`src/rtl/alu_arbiter.sv`:
```
// Round-robin arbiter and sequencer that shares one combinational ALU between
// two requesters: latches the winner's operands, waits SETTLE_CYCLES, and returns q.
module alu_arbiter #(
    parameter int SETTLE_CYCLES = 1
) (
    input  logic       clk,
    input  logic       rst,
    input  logic       req0,
    input  logic [1:0] op0,
    input  logic [2:0] a0,
    input  logic [2:0] b0,
    input  logic       req1,
    input  logic [1:0] op1,
    input  logic [2:0] a1,
    input  logic [2:0] b1,
    output logic [1:0] alu_sel,
    output logic [2:0] alu_a,
    output logic [2:0] alu_b,
    input  logic [3:0] alu_q,
    output logic [3:0] result,
    output logic       done0,
    output logic       done1,
    output logic       busy,
    output logic       owner
);

    typedef enum logic [1:0] {
        IDLE = 2'd0,
        WAIT = 2'd1,
        DONE = 2'd2
    } state_t;

    localparam logic [3:0] CNT_INIT = 4'(SETTLE_CYCLES);

    state_t     state, state_nxt;
    logic [3:0] cnt, cnt_nxt;
    logic       last, last_nxt;     // id of the most recent grant
    logic       gid;
    logic [1:0] sel_nxt;
    logic [2:0] a_nxt, b_nxt;
    logic [3:0] result_nxt;
    logic       done0_nxt, done1_nxt, owner_nxt;

    assign busy = (state != IDLE);

    // NOTE: every variable gets a default before the case so no path leaves
    // one unassigned; otherwise synthesis infers a latch to hold its value.
    always_comb begin
        state_nxt  = state;
        cnt_nxt    = cnt;
        last_nxt   = last;
        owner_nxt  = owner;
        sel_nxt    = alu_sel;
        a_nxt      = alu_a;
        b_nxt      = alu_b;
        result_nxt = result;
        done0_nxt  = 1'b0;
        done1_nxt  = 1'b0;
        gid        = 1'b0;

        case (state)
            IDLE: begin
                if (req0 || req1) begin
                    // On a tie the requester not served last wins.
                    gid       = (req0 && req1) ? ~last : req1;
                    sel_nxt   = gid ? op1 : op0;
                    a_nxt     = gid ? a1 : a0;
                    b_nxt     = gid ? b1 : b0;
                    owner_nxt = gid;
                    last_nxt  = gid;
                    cnt_nxt   = CNT_INIT;
                    state_nxt = WAIT;
                end
            end
            WAIT: begin
                cnt_nxt = cnt - 4'd1;
                if (cnt == 4'd1) begin
                    result_nxt = alu_q;
                    done0_nxt  = ~owner;
                    done1_nxt  = owner;
                    state_nxt  = DONE;
                end
            end
            DONE:    state_nxt = IDLE;
            default: state_nxt = IDLE;
        endcase
    end

    // NOTE: sequential state uses non-blocking assignments so every register
    // samples the pre-edge values, independent of statement order.
    always_ff @(posedge clk) begin
        if (rst) begin
            state   <= IDLE;
            cnt     <= 4'd0;
            last    <= 1'b1;        // makes requester 0 win the first tie
            owner   <= 1'b0;
            alu_sel <= 2'd0;
            alu_a   <= 3'd0;
            alu_b   <= 3'd0;
            result  <= 4'd0;
            done0   <= 1'b0;
            done1   <= 1'b0;
        end else begin
            state   <= state_nxt;
            cnt     <= cnt_nxt;
            last    <= last_nxt;
            owner   <= owner_nxt;
            alu_sel <= sel_nxt;
            alu_a   <= a_nxt;
            alu_b   <= b_nxt;
            result  <= result_nxt;
            done0   <= done0_nxt;
            done1   <= done1_nxt;
        end
    end

endmodule

```
`config.mk`:
```
export PLATFORM = sky130hd
export DESIGN_NAME = alu_arbiter
export DESIGN_NICKNAME = d
export VERILOG_FILES = /design/src/rtl/alu_arbiter.sv
export SDC_FILE = /design/constraint.sdc
export NUM_CORES = 1
export LEC_CHECK = 0
export BUFFER_PORTS_ARGS = -buffer_cell sky130_fd_sc_hd__buf_2
export CAP_MARGIN = 15
export CORE_MARGIN = 4
export CORE_UTILIZATION = 45
export CTS_CLUSTER_SIZE = 25
export DETAILED_ROUTE_END_ITERATION = 8
export PLACE_DENSITY = 0.76
export RECOVER_POWER = 100
export SYNTH_ARGS = -nofsm -noshare
export SYNTH_HDL_FRONTEND = slang
export SYNTH_SLANG_ARGS = --single-unit
```
`constraint.sdc`:
```
create_clock -name clk -period 3.06 [get_ports clk]
set_clock_uncertainty 0.15 [all_clocks]
set_input_delay 0 -clock clk [delete_from_list [all_inputs] [get_ports clk]]
set_output_delay 0 -clock clk [all_outputs]
set_load 0.005 [all_outputs]
```
==> results of run 1 <==
cell usage after synthesis (all sizes together) (3+ instances only):
cell type / n
buf: 3
a21oi: 15
o21ai: 6
nor2: 6
nand4: 4
o211ai: 3
a311oi: 8
nand3: 3
clkbuf: 3
nand3b: 3
nand2: 16
dfxtp: 22
routing by layer:
| metal | routed length (um) | global-route usage (%) | up-vias |
|---|---|---|---|
| met1 | 1090 | 23.7 | 529 |
| met3 | 146 | 3.60 | 5 |
| met5 | 0 | 0 | - |
| met2 | 1440 | 38.6 | 30 |
| li1 | - | - | 554 |
| met4 | 38 | 7.47 | 0 |
final timing paths:
kind,endpoint,slack (ps)
max,alu_b[2],540
min,cnt[1],20
max reg2reg,alu_b[1],560
min reg2reg,done0,330
repair_timing:
action                    in CTS  in global routing
hold endpoints to repair      20                  0
hold buffers                  33                  0
buffers inserted               0                  0
resized for setup              0                  0
tightest hold or removal path, stage by stage:
cell      delay, ps
buf_2           120
nor2_1           90
o211ai_1        160
a21oi_1          70
power breakdown:
group          switching (mW)  leakage (nW)  total [mW]  internal [mW]
sequential             0.0203         0.181       0.337          0.317
combinational           0.102         0.435       0.208          0.107
clock                  0.0950        0.0279       0.228          0.133
total                   0.217         0.644       0.773          0.556
sequential cells by signal (all words and copies together), names as in the netlist:
signal   flops
owner        1
alu_sel      2
done0        1
last         1
alu_b        3
cnt          4
state        2
result       4
done1        1
alu_a        3
logic make-up after synthesis:
group | Yosys count | share of synthesized area [%]
buffers and inverters | 9 | 4.04
and+or+nand+nor | 41 | 21.5
AOI/OAI and AO/OA | 38 | 25.9
adders and majority gates | 2 | 2.61
DFF | 22 | 45.9
area by class of cell:
cell class	instances	area [um2]
Fill cell	151	467
Inverter	3	11.3
Clock buffer	3	22.5
Tap cell	27	33.8
Timing Repair Buffer	73	519
Sequential cell	22	440
Multi-Input combinational cell	81	478
Clock inverter	1	30.0
metrics by stage:
stage	area (um2)	std cells
floorplan	960	112
global placement	1170	173
CTS	1550	210
detailed placement	1170	173
finish	1540	210
global route	1540	210
cell usage in the layout, fill, tap and decap left out:
| cell type | n |
|---|---|
| a21bo_2 | 1 |
| a21boi_2 | 1 |
| a21oi_1 | 15 |
| a22oi_1 | 1 |
| a311oi_1 | 8 |
| a31oi_1 | 2 |
| buf_2 | 28 |
| buf_4 | 1 |
| bufinv_16 | 1 |
| clkbuf_1 | 11 |
| clkbuf_4 | 3 |
| clkinv_1 | 1 |
| dfxtp_1 | 22 |
| dlygate4sd3_1 | 33 |
| ha_1 | 2 |
| inv_1 | 2 |
| nand2_1 | 16 |
| nand2b_1 | 2 |
| nand3_1 | 3 |
| nand3b_1 | 3 |
| nand4_1 | 4 |
| nor2_1 | 6 |
| nor2b_1 | 1 |
| nor3_1 | 1 |
| nor3b_1 | 1 |
| o211ai_1 | 3 |
| o21ai_0 | 6 |
| o31a_2 | 1 |
| or2_2 | 1 |
| or3_1 | 2 |
| or3b_2 | 1 |
==> out/results.txt, run 1 <==
TritonRoute pass-1 iters = 4
Worst R2R Path Depth = 6
Worst Path Arrival = 2640 ps
Syn Std Cell Area = 960 um2
Initial Util = 47.9%
Final Setup Violations = 0
layout cells sized above 1 = 20.8%
Root Buffer = clkbuf_4
post-detail-place hpwl = 1640 um
CP endpoint kind = flop
Max Buffers Root-to-Sink = 2
fin crit share = 82.4%
placer congestion estimate = 0.687
Peak VDD IR = 0.386 mV
crit-path max cell delay = 570 ps
Buffers on Ports = 39
maxcap violations = 0
IO Count = 40
worst setup path category = primary input to flop
crit path max-delay cell type = dlygate4sd3_1
RSZ-0062 raised after global routing = false
Sink Count = 22
grt ovf = 0
hold_sp = req0
iteration-0 DRC count of the detailed router = 10
Pwr Total = 0.773 mW
Placement Rows = 16
ys async rst share = 0%
number of global-route vias before repair = 1010
Placement Setup Slack = 1340 ps
Hold Slack = 19.3 ps
top cells by area, synth = dfxtp_1 46%, a21oi_1 7.8%, a311oi_1 7.3%
f_max = 0.396 GHz
die area = 2940 um2
total CTS buffers = 3
Worst R2R Start = state[0]
Post-Syn Nets = 138
synth warn = 0
final core utilization = 76.7%
Max Slew Vio Count = 0
Syn Inst Count = 112
Layout area overhead = 60.0%
fin nets = 210
setup TNS = 0 ps
Clock Latency Late Sink = 320 ps
Synth area leader = dfxtp_1
Core ar. = 2000 um2
count of flip-flops with a built-in enable after synthesis = 0
Syn Area/Cell = 8.57 um2
DIE HEIGHT = 54.2 um
CTS tree = done
share of the synthesized area in the top cell type = 45.9%
Tightest Pin Transition = 711 ps
Clock transition at path regs = 120 ps
initial antenna violation count = 0
Worst Path Max Fanout = 9
Buf/Inv on CP = 4
Via-to-Cell Ratio = 5.32
Antenna Nets Post-Route = 0
HP Class = primary input to flop
Seq/Total Area, Yosys = 45.9%
Critical Path, Cell by Cell = dlygate4sd3_1 > clkbuf_1 > a21boi_2 > nand2_1 > dlygate4sd3_1 > a311oi_1 > dlygate4sd3_1
Hold Violations, Final = 0
most frequent CP cell = dlygate4sd3_1
Main synth FF type = dfxtp_1
post-layout worst setup margin = 537 ps
Worst EP required = 3170 ps
first-pass GRT wire length = 4450 um
largest net degree at the start of global routing = 23
Cell variety after synth = 29
family with the most delay on the worst path = buffers and inverters
status = complete, no violations
pwr dens = 504 nW/um2
GRT Util Overall = 20.9%
Critical Path Start = req1
die width = 54.2 um
via count = 1118
static leakage power = 0.644 nW
minimum clock period = 2520 ps
DRC viols = 0
routed wire length = 2720 um
Routed WL per cell = 12.9 um
Worst setup SP type = primary input
Cells on Worst Hold Path = 4
number of antenna diodes = 0
Seq cells post-synth = 22
Crit path depth = 7
H-tree levels = 1
Rel. slew slack = 52.4%
No activity file was read; power rests on OpenSTA's default activity.
==> inputs of run 2 (changes only) <==
--- a/config.mk
+++ b/config.mk
@@ -5,13 +5,14 @@
 export SDC_FILE = /design/constraint.sdc
 export NUM_CORES = 1
 export LEC_CHECK = 0
+export ABC_AREA = 1
 export BUFFER_PORTS_ARGS = -buffer_cell sky130_fd_sc_hd__buf_2
 export CAP_MARGIN = 15
 export CORE_MARGIN = 4
 export CORE_UTILIZATION = 45
 export CTS_CLUSTER_SIZE = 25
 export DETAILED_ROUTE_END_ITERATION = 8
-export PLACE_DENSITY = 0.76
+export PLACE_DENSITY = 0.74
 export RECOVER_POWER = 100
 export SYNTH_ARGS = -nofsm -noshare
 export SYNTH_HDL_FRONTEND = slang
==> constraint.sdc (replaced) <==
create_clock -name clk -period 2.45 [get_ports clk]
set_clock_uncertainty 0.15 [all_clocks]
set_input_delay 0 -clock clk [delete_from_list [all_inputs] [get_ports clk]]
set_output_delay 0 -clock clk [all_outputs]
set_load 0.005 [all_outputs]
==> run 2 against run 1 <==
- setup slack got worse by 71 ps
- synthesized cell count up 55%
- core utilization fell by 8.1 points
- critical path depth is the same
==> out/results.txt, run 2 <==
setup TNS = 0 ps (unchanged)
Tightest Pin Transition = 495 ps (-216 ps)
Hold Violations, Final = 0 (unchanged)
post-detail-place hpwl = 1830 um (+12%)
share of the synthesized area in the top cell type = 39.7% (-6.2 points)
Max Buffers Root-to-Sink = 2 (unchanged)
crit-path max cell delay = 560 ps (about the same)
commonest non-fill, non-tap cell in the layout = nand2_1
most frequent cells in the layout = 52 x nand2_1, 38 x nor2_1, 35 x buf_2
die area = 3320 um2 (+13%)
Buf/Inv on CP = 2 (-2)
fin crit share = 81.0%
IO Count = 40 (unchanged)
Placement Setup Slack = 1160 ps (-186 ps)
Critical Path Start = state[1]
H-tree levels = 1 (unchanged)
GRT Util Overall = 17.9% (-3.1 points)
Main synth FF type = dfxtp_1
number of antenna diodes = 0 (unchanged)
Seq/Total Area, Yosys = 39.7% (-6.2 points)
Hold Buf Count CTS = 23 (-30%)
Syn Inst Count = 174 (+55%)
via count = 1216 (+8.8%)
Rel. slew slack = 66.9% (+14 points)
Seq cells post-synth = 22 (unchanged)
top cells by area, synth = dfxtp_1 40%, nand2_1 17%, nor2_1 12%
CTS tree = done
Post-CTS Resized = 0 (unchanged)
layout cells sized above 1 = 18.6% (-2.1 points)
most frequent CP cell = nor2_1
Root Buffer = clkbuf_4
critical path capture point = alu_b[2]
total CTS buffers = 3 (unchanged)
Clock Latency Late Sink = 310 ps (about the same)
iteration-0 DRC count of the detailed router = 27 (+17)
endpoint of the worst register-to-register path = alu_b[2]
DRC viols = 0 (unchanged)
placer congestion estimate = 0.699 (+1.7%)
Critical Path, Cell by Cell = inv_1 > nand2_1 > nor2_1 > nand2_1 > nor2_1 > dlygate4sd3_1 > nor2_1
most common library cells after synthesis = 51 x nand2_1, 36 x nor2_1, 29 x inv_1, 22 x dfxtp_1, 9 x nand3_1
fin area = 1560 um2 (+1.6%)
DIE HEIGHT = 57.7 um (+6.4%)
Peak VDD IR = 0.304 mV (-21%)
worst setup path category = flop to flop
maxcap violations = 0 (unchanged)
Core ar. = 2280 um2 (+14%)
Post-Syn Nets = 200 (+45%)
post-layout worst setup margin = 466 ps (-70.7 ps)
f_max = 0.504 GHz
crit path max-delay cell type = dlygate4sd3_1
pwr dens = 581 nW/um2 (+15%)
Final Setup Violations = 0 (unchanged)
Clock transition at path regs = 130 ps (about the same)
ys async rst share = 0% (unchanged)
HP Class = primary input to flop
status = complete, no violations
Sink Count = 22 (unchanged)
Pwr Total = 0.907 mW (+17%)
Worst R2R Path Depth = 7 (+1)
count of flip-flops with a built-in enable after synthesis = 0 (unchanged)
Crit path depth = 7 (unchanged)
Syn Area/Cell = 6.38 um2 (-26%)
routed wire length = 2640 um (-2.9%)
Post-CTS Setup Inserts = 0 (unchanged)
Worst EP required = 2520 ps (-650 ps)
largest net degree at the start of global routing = 17 (-26%)
static leakage power = 0.855 nW (+33%)
number of global-route vias before repair = 1182 (+17%)
CP endpoint kind = flop
final core utilization = 68.6% (-8.1 points)
Buffers on Ports = 39 (unchanged)
minimum clock period = 1980 ps
Worst Path Arrival = 2060 ps (-580 ps)
synth warn = 0 (unchanged)
die width = 57.7 um (+6.4%)
Worst R2R Start = state[1]
count leader, synth = nand2_1
Placement Rows = 17 (+1)
Initial Util = 48.8% (+0.83 points)
Via-to-Cell Ratio = 4.61 (-13%)
Worst setup SP type = flop
Layout area overhead = 40.6%
Worst R2R Setup Slack = 470 ps (-90 ps)
Synth area leader = dfxtp_1
RSZ-0062 raised after global routing = false
Worst Path Max Fanout = 8 (-1)
grt ovf = 0 (unchanged)
first-pass GRT wire length = 4690 um (+5.4%)
fin nets = 263 (+25%)
Antenna Nets Post-Route = 0 (unchanged)
Max Slew Vio Count = 0 (unchanged)
initial antenna violation count = 0 (unchanged)
TritonRoute pass-1 iters = 4 (unchanged)
family with the most delay on the worst path = simple AND/OR/NAND/NOR gates
Routed WL per cell = 9.98 um (-23%)
Syn Std Cell Area = 1110 um2 (+16%)
Cell variety after synth = 18 (-38%)
DP Area = 1310 um2 (+12%)
biggest regs = cnt x4, result x4
==> run 2: layer usage <==
metal	vias to the layer above	global-route usage [%]	wire length [um]
met4	0	9.93	51
li1	644	-	-
met3	6	3.34	129
met1	528	18.3	1080
met2	38	33.5	1370
met5	-	0	0
==> run 2: logic make-up (layout without fill, tap and decap cells) <==
logic type	after synthesis	count (layout)	synth area share, %
compound gates	5	5	2.25
buf+inv	35	97	13.1
fa+ha+maj	2	2	2.25
flops	22	22	39.7
simple gates	110	110	42.7
==> run 2: final cells by class <==
type / count / area (um2)
Clock buffer: 4 / 36.3
Fill cell: 192 / 716
Inverter: 31 / 116
Multi-Input combinational cell: 117 / 512
Sequential cell: 22 / 440
Tap cell: 28 / 35.0
Timing Repair Buffer: 62 / 420
==> run 2: worst min path at each step <==
stage | start | endpoint | slack, ps | cells past startpoint
after floorplan | req1 | owner | 40 | 2
after global placement | rst | cnt[2] | 130 | 2
after detailed placement | rst | cnt[2] | 120 | 2
after CTS | req0 | owner | 140 | 6
after global routing | rst | cnt[2] | 330 | 3
final | req0 | owner | 280 | 6
==> run 2: through the flow <==
stage	hold slack, ps	cells
CTS	144	264
finish	283	264
floorplan	44.3	174
detailed placement	123	237
global route	335	264
global placement	125	237
==> run 2: power breakdown <==
part	switching, mW	internal [mW]	total (mW)
clock	0.110	0.0907	0.201
combinational	0.149	0.132	0.282
sequential	0.0262	0.398	0.424
==> run 2: worst register-to-register path: cells and delay by family, from the launching register on <==
kind / cells / cell delay (ps)
buffers and inverters: 2 / 640
DFF: 1 / 370
and+or+nand+nor: 5 / 740
==> inputs of run 3 (changes only) <==
==> constraint.sdc (replaced) <==
create_clock -name clk -period 1.9 [get_ports clk]
set_clock_uncertainty 0.15 [all_clocks]
set_input_delay 0 -clock clk [delete_from_list [all_inputs] [get_ports clk]]
set_output_delay 0 -clock clk [all_outputs]
set_load 0.005 [all_outputs]
==> run 3 against run 2 <==
- clock power up 29%
- combinational power rose by 31%
- largest power group unchanged
- sequential share of layout area is 0.078 points lower
- critical path type unchanged
==> out/results.txt, run 3 (synthesis results as in run 2) <==
Peak VDD IR = 0.441 mV (+45%)
number of global-route vias before repair = 1193 (+0.93%)
layout cells sized above 1 = 18.6% (unchanged)
Antenna Nets Post-Route = 0 (unchanged)
Root Buffer = clkbuf_4
number of antenna diodes = 0 (unchanged)
biggest regs = cnt x4, result x4
Layout area overhead = 41.4%
Core ar. = 2280 um2 (unchanged)
first-pass GRT wire length = 4730 um (+0.72%)
metal2 WL = 1410 um (+2.6%)
Worst EP required = 1960 ps (-560 ps)
largest net degree at the start of global routing = 17 (unchanged)
Worst setup SP type = flop
Buffers on Ports = 39 (unchanged)
Worst Path Max Fanout = 8 (unchanged)
GRT Util Overall = 18.3% (+0.39 points)
Switching Share = 31.8% (+0.29 points)
Logic pwr share = 31.5% (+0.4 points)
H-tree levels = 1 (unchanged)
DIE HEIGHT = 57.7 um (unchanged)
maxcap violations = 0 (unchanged)
Internal Power = 0.803 mW (+29%)
total CTS buffers = 3 (unchanged)
setup TNS = 0 ps (unchanged)
initial antenna violation count = 0 (unchanged)
static leakage power = 0.843 nW (-1.5%)
Worst Path Arrival = 1850 ps (-210 ps)
max layer used = met4
RSZ-0062 raised after global routing = false
post-layout worst setup margin = 108 ps (-359 ps)
fin nets = 263 (unchanged)
f_max = 0.558 GHz (+11%)
fin crit share = 94.3% (+13 points)
Final Setup Violations = 0 (unchanged)
Hold Violations, Final = 0 (unchanged)
Tightest Pin Transition = 467 ps (-28.0 ps)
Critical Path, Cell by Cell = inv_1 > nand2_2 > nor2_4 > nand2_1 > nor2_1 > dlygate4sd3_1 > nor2_1
IO Count = 40 (unchanged)
CP endpoint kind = flop
die area = 3320 um2 (unchanged)
post-detail-place hpwl = 1830 um (about the same)
minimum clock period = 1790 ps (-191 ps)
worst setup path category = flop to flop
DRC viols = 0 (unchanged)
most frequent CP cell = nor2_1
iteration-0 DRC count of the detailed router = 25 (-7.4%)
placer congestion estimate = 0.699 (unchanged)
family with the most delay on the worst path = buffers and inverters
commonest non-fill, non-tap cell in the layout = nand2_1
Placement Rows = 17 (unchanged)
routed wire length = 2690 um (+2.0%)
most frequent cells in the layout = 50 x nand2_1, 37 x nor2_1, 31 x buf_2
Routed WL per cell = 10.2 um (+2.0%)
Post-CTS Setup Inserts = 0 (unchanged)
Max Slew Vio Count = 0 (unchanged)
status = complete, no violations
Via-to-Cell Ratio = 4.53 (-1.6%)
Multi-input gate area = 524 um2 (+2.4%)
Seq pwr share = 46.5% (-0.3 points)
clock power share = 22.0% (-0.2 points)
Initial Util = 48.8% (unchanged)
crit-path max cell delay = 570 ps (about the same)
Clock transition at path regs = 130 ps (about the same)
pwr dens = 750 nW/um2 (+29%)
FF/Latch Area = 442 um2 (+0.28%)
crit path max-delay cell type = dlygate4sd3_1
Buf/Inv on CP = 2 (unchanged)
Sink Count = 22 (unchanged)
met1 WL = 1090 um (+0.55%)
Rel. slew slack = 68.8% (+2.0 points)
die width = 57.7 um (unchanged)
via count = 1197 (-1.6%)
TritonRoute pass-1 iters = 4 (unchanged)
Clock Latency Late Sink = 310 ps (about the same)
CTS tree = done
number of fill cells = 192 (unchanged)
Placement Setup Slack = 604 ps (-551 ps)
Sw Pwr = 0.374 mW (+31%)
HP Class = primary input to flop
wire length on met3 = 113 um (-12%)
Max Buffers Root-to-Sink = 2 (unchanged)
grt ovf = 0 (unchanged)
[run 3: cell count changes in the layout (fill, tap and decap cells not counted)]
cell | previous run | this run
nor2_1 | 38 | 37
nor2_4 | 2 | 3
nand2_1 | 52 | 50
clkbuf_1 | 4 | 8
buf_2 | 35 | 31
dfxtp_2 | 0 | 1
dfxtp_1 | 22 | 21
nand2_2 | 1 | 3
[run 3: cell type report]
cell class | count | share of cell area [%]
tap | 28 | 2.23
timing repair buffer | 62 | 26.5
multi-input combinational | 117 | 33.4
sequential | 22 | 28.2
clock buffer | 4 | 2.31
inverter | 31 | 7.42
[run 3: worst register-to-register path, stage by stage, from the launching register on]
cell           delay (ps)
dfxtp_2               360
inv_1                  80
nand2_2                90
nor2_4                210
nand2_1                80
nor2_1                110
dlygate4sd3_1         570
nor2_1                 40
[run 3: power by group through the flow]
| stage | clock network, mW | logic, mW | registers [mW] |
|---|---|---|---|
| detailed placement | 0 | 0.314 | 0.557 |
| finish | 0.259 | 0.370 | 0.547 |
| global route | 0.287 | 0.424 | 0.554 |
| global placement | 0 | 0.302 | 0.554 |
| CTS | 0.267 | 0.372 | 0.546 |
| floorplan | 0 | 0.217 | 0.558 |
[run 3: worst paths after layout]
path              startpoint  slack [ps]  cells past startpoint  endpoint
setup / recovery    state[1]         110                      7  alu_b[0]
hold / removal          req0         140                      5  state[0]
setup reg to reg    state[1]         110                      7  alu_b[0]
hold reg to reg        owner         340                      1     done0
[run 3: metrics by stage]
| step | utilization, % | cells | power, mW | hold WS [ps] | instance area (um2) |
|---|---|---|---|---|---|
| global route | 68.9 | 264 | 1.27 | 179 | 1570 |
| global placement | 57.6 | 237 | 0.857 | 125 | 1310 |
| floorplan | - | 174 | 0.775 | 44.3 | 1110 |
| CTS | 69.3 | 264 | 1.18 | 140 | 1580 |
| finish | 68.9 | 264 | 1.18 | 140 | 1570 |
| detailed placement | 57.6 | 237 | 0.871 | 122 | 1310 |
[run 3: repair_timing]
action | in CTS | in global routing
hold endpoints to repair | 20 | 0
endpoints found under the setup margin | 0 | 1
hold buffers | 23 | 0
resized for setup | 0 | 2
[run 3: layer usage]
metal  track usage, %  vias to the layer above
met3             3.56                        8
met2             33.5                       31
met5                0                        -
met4             12.3                        0
met1             18.4                      517
li1                 -                      641
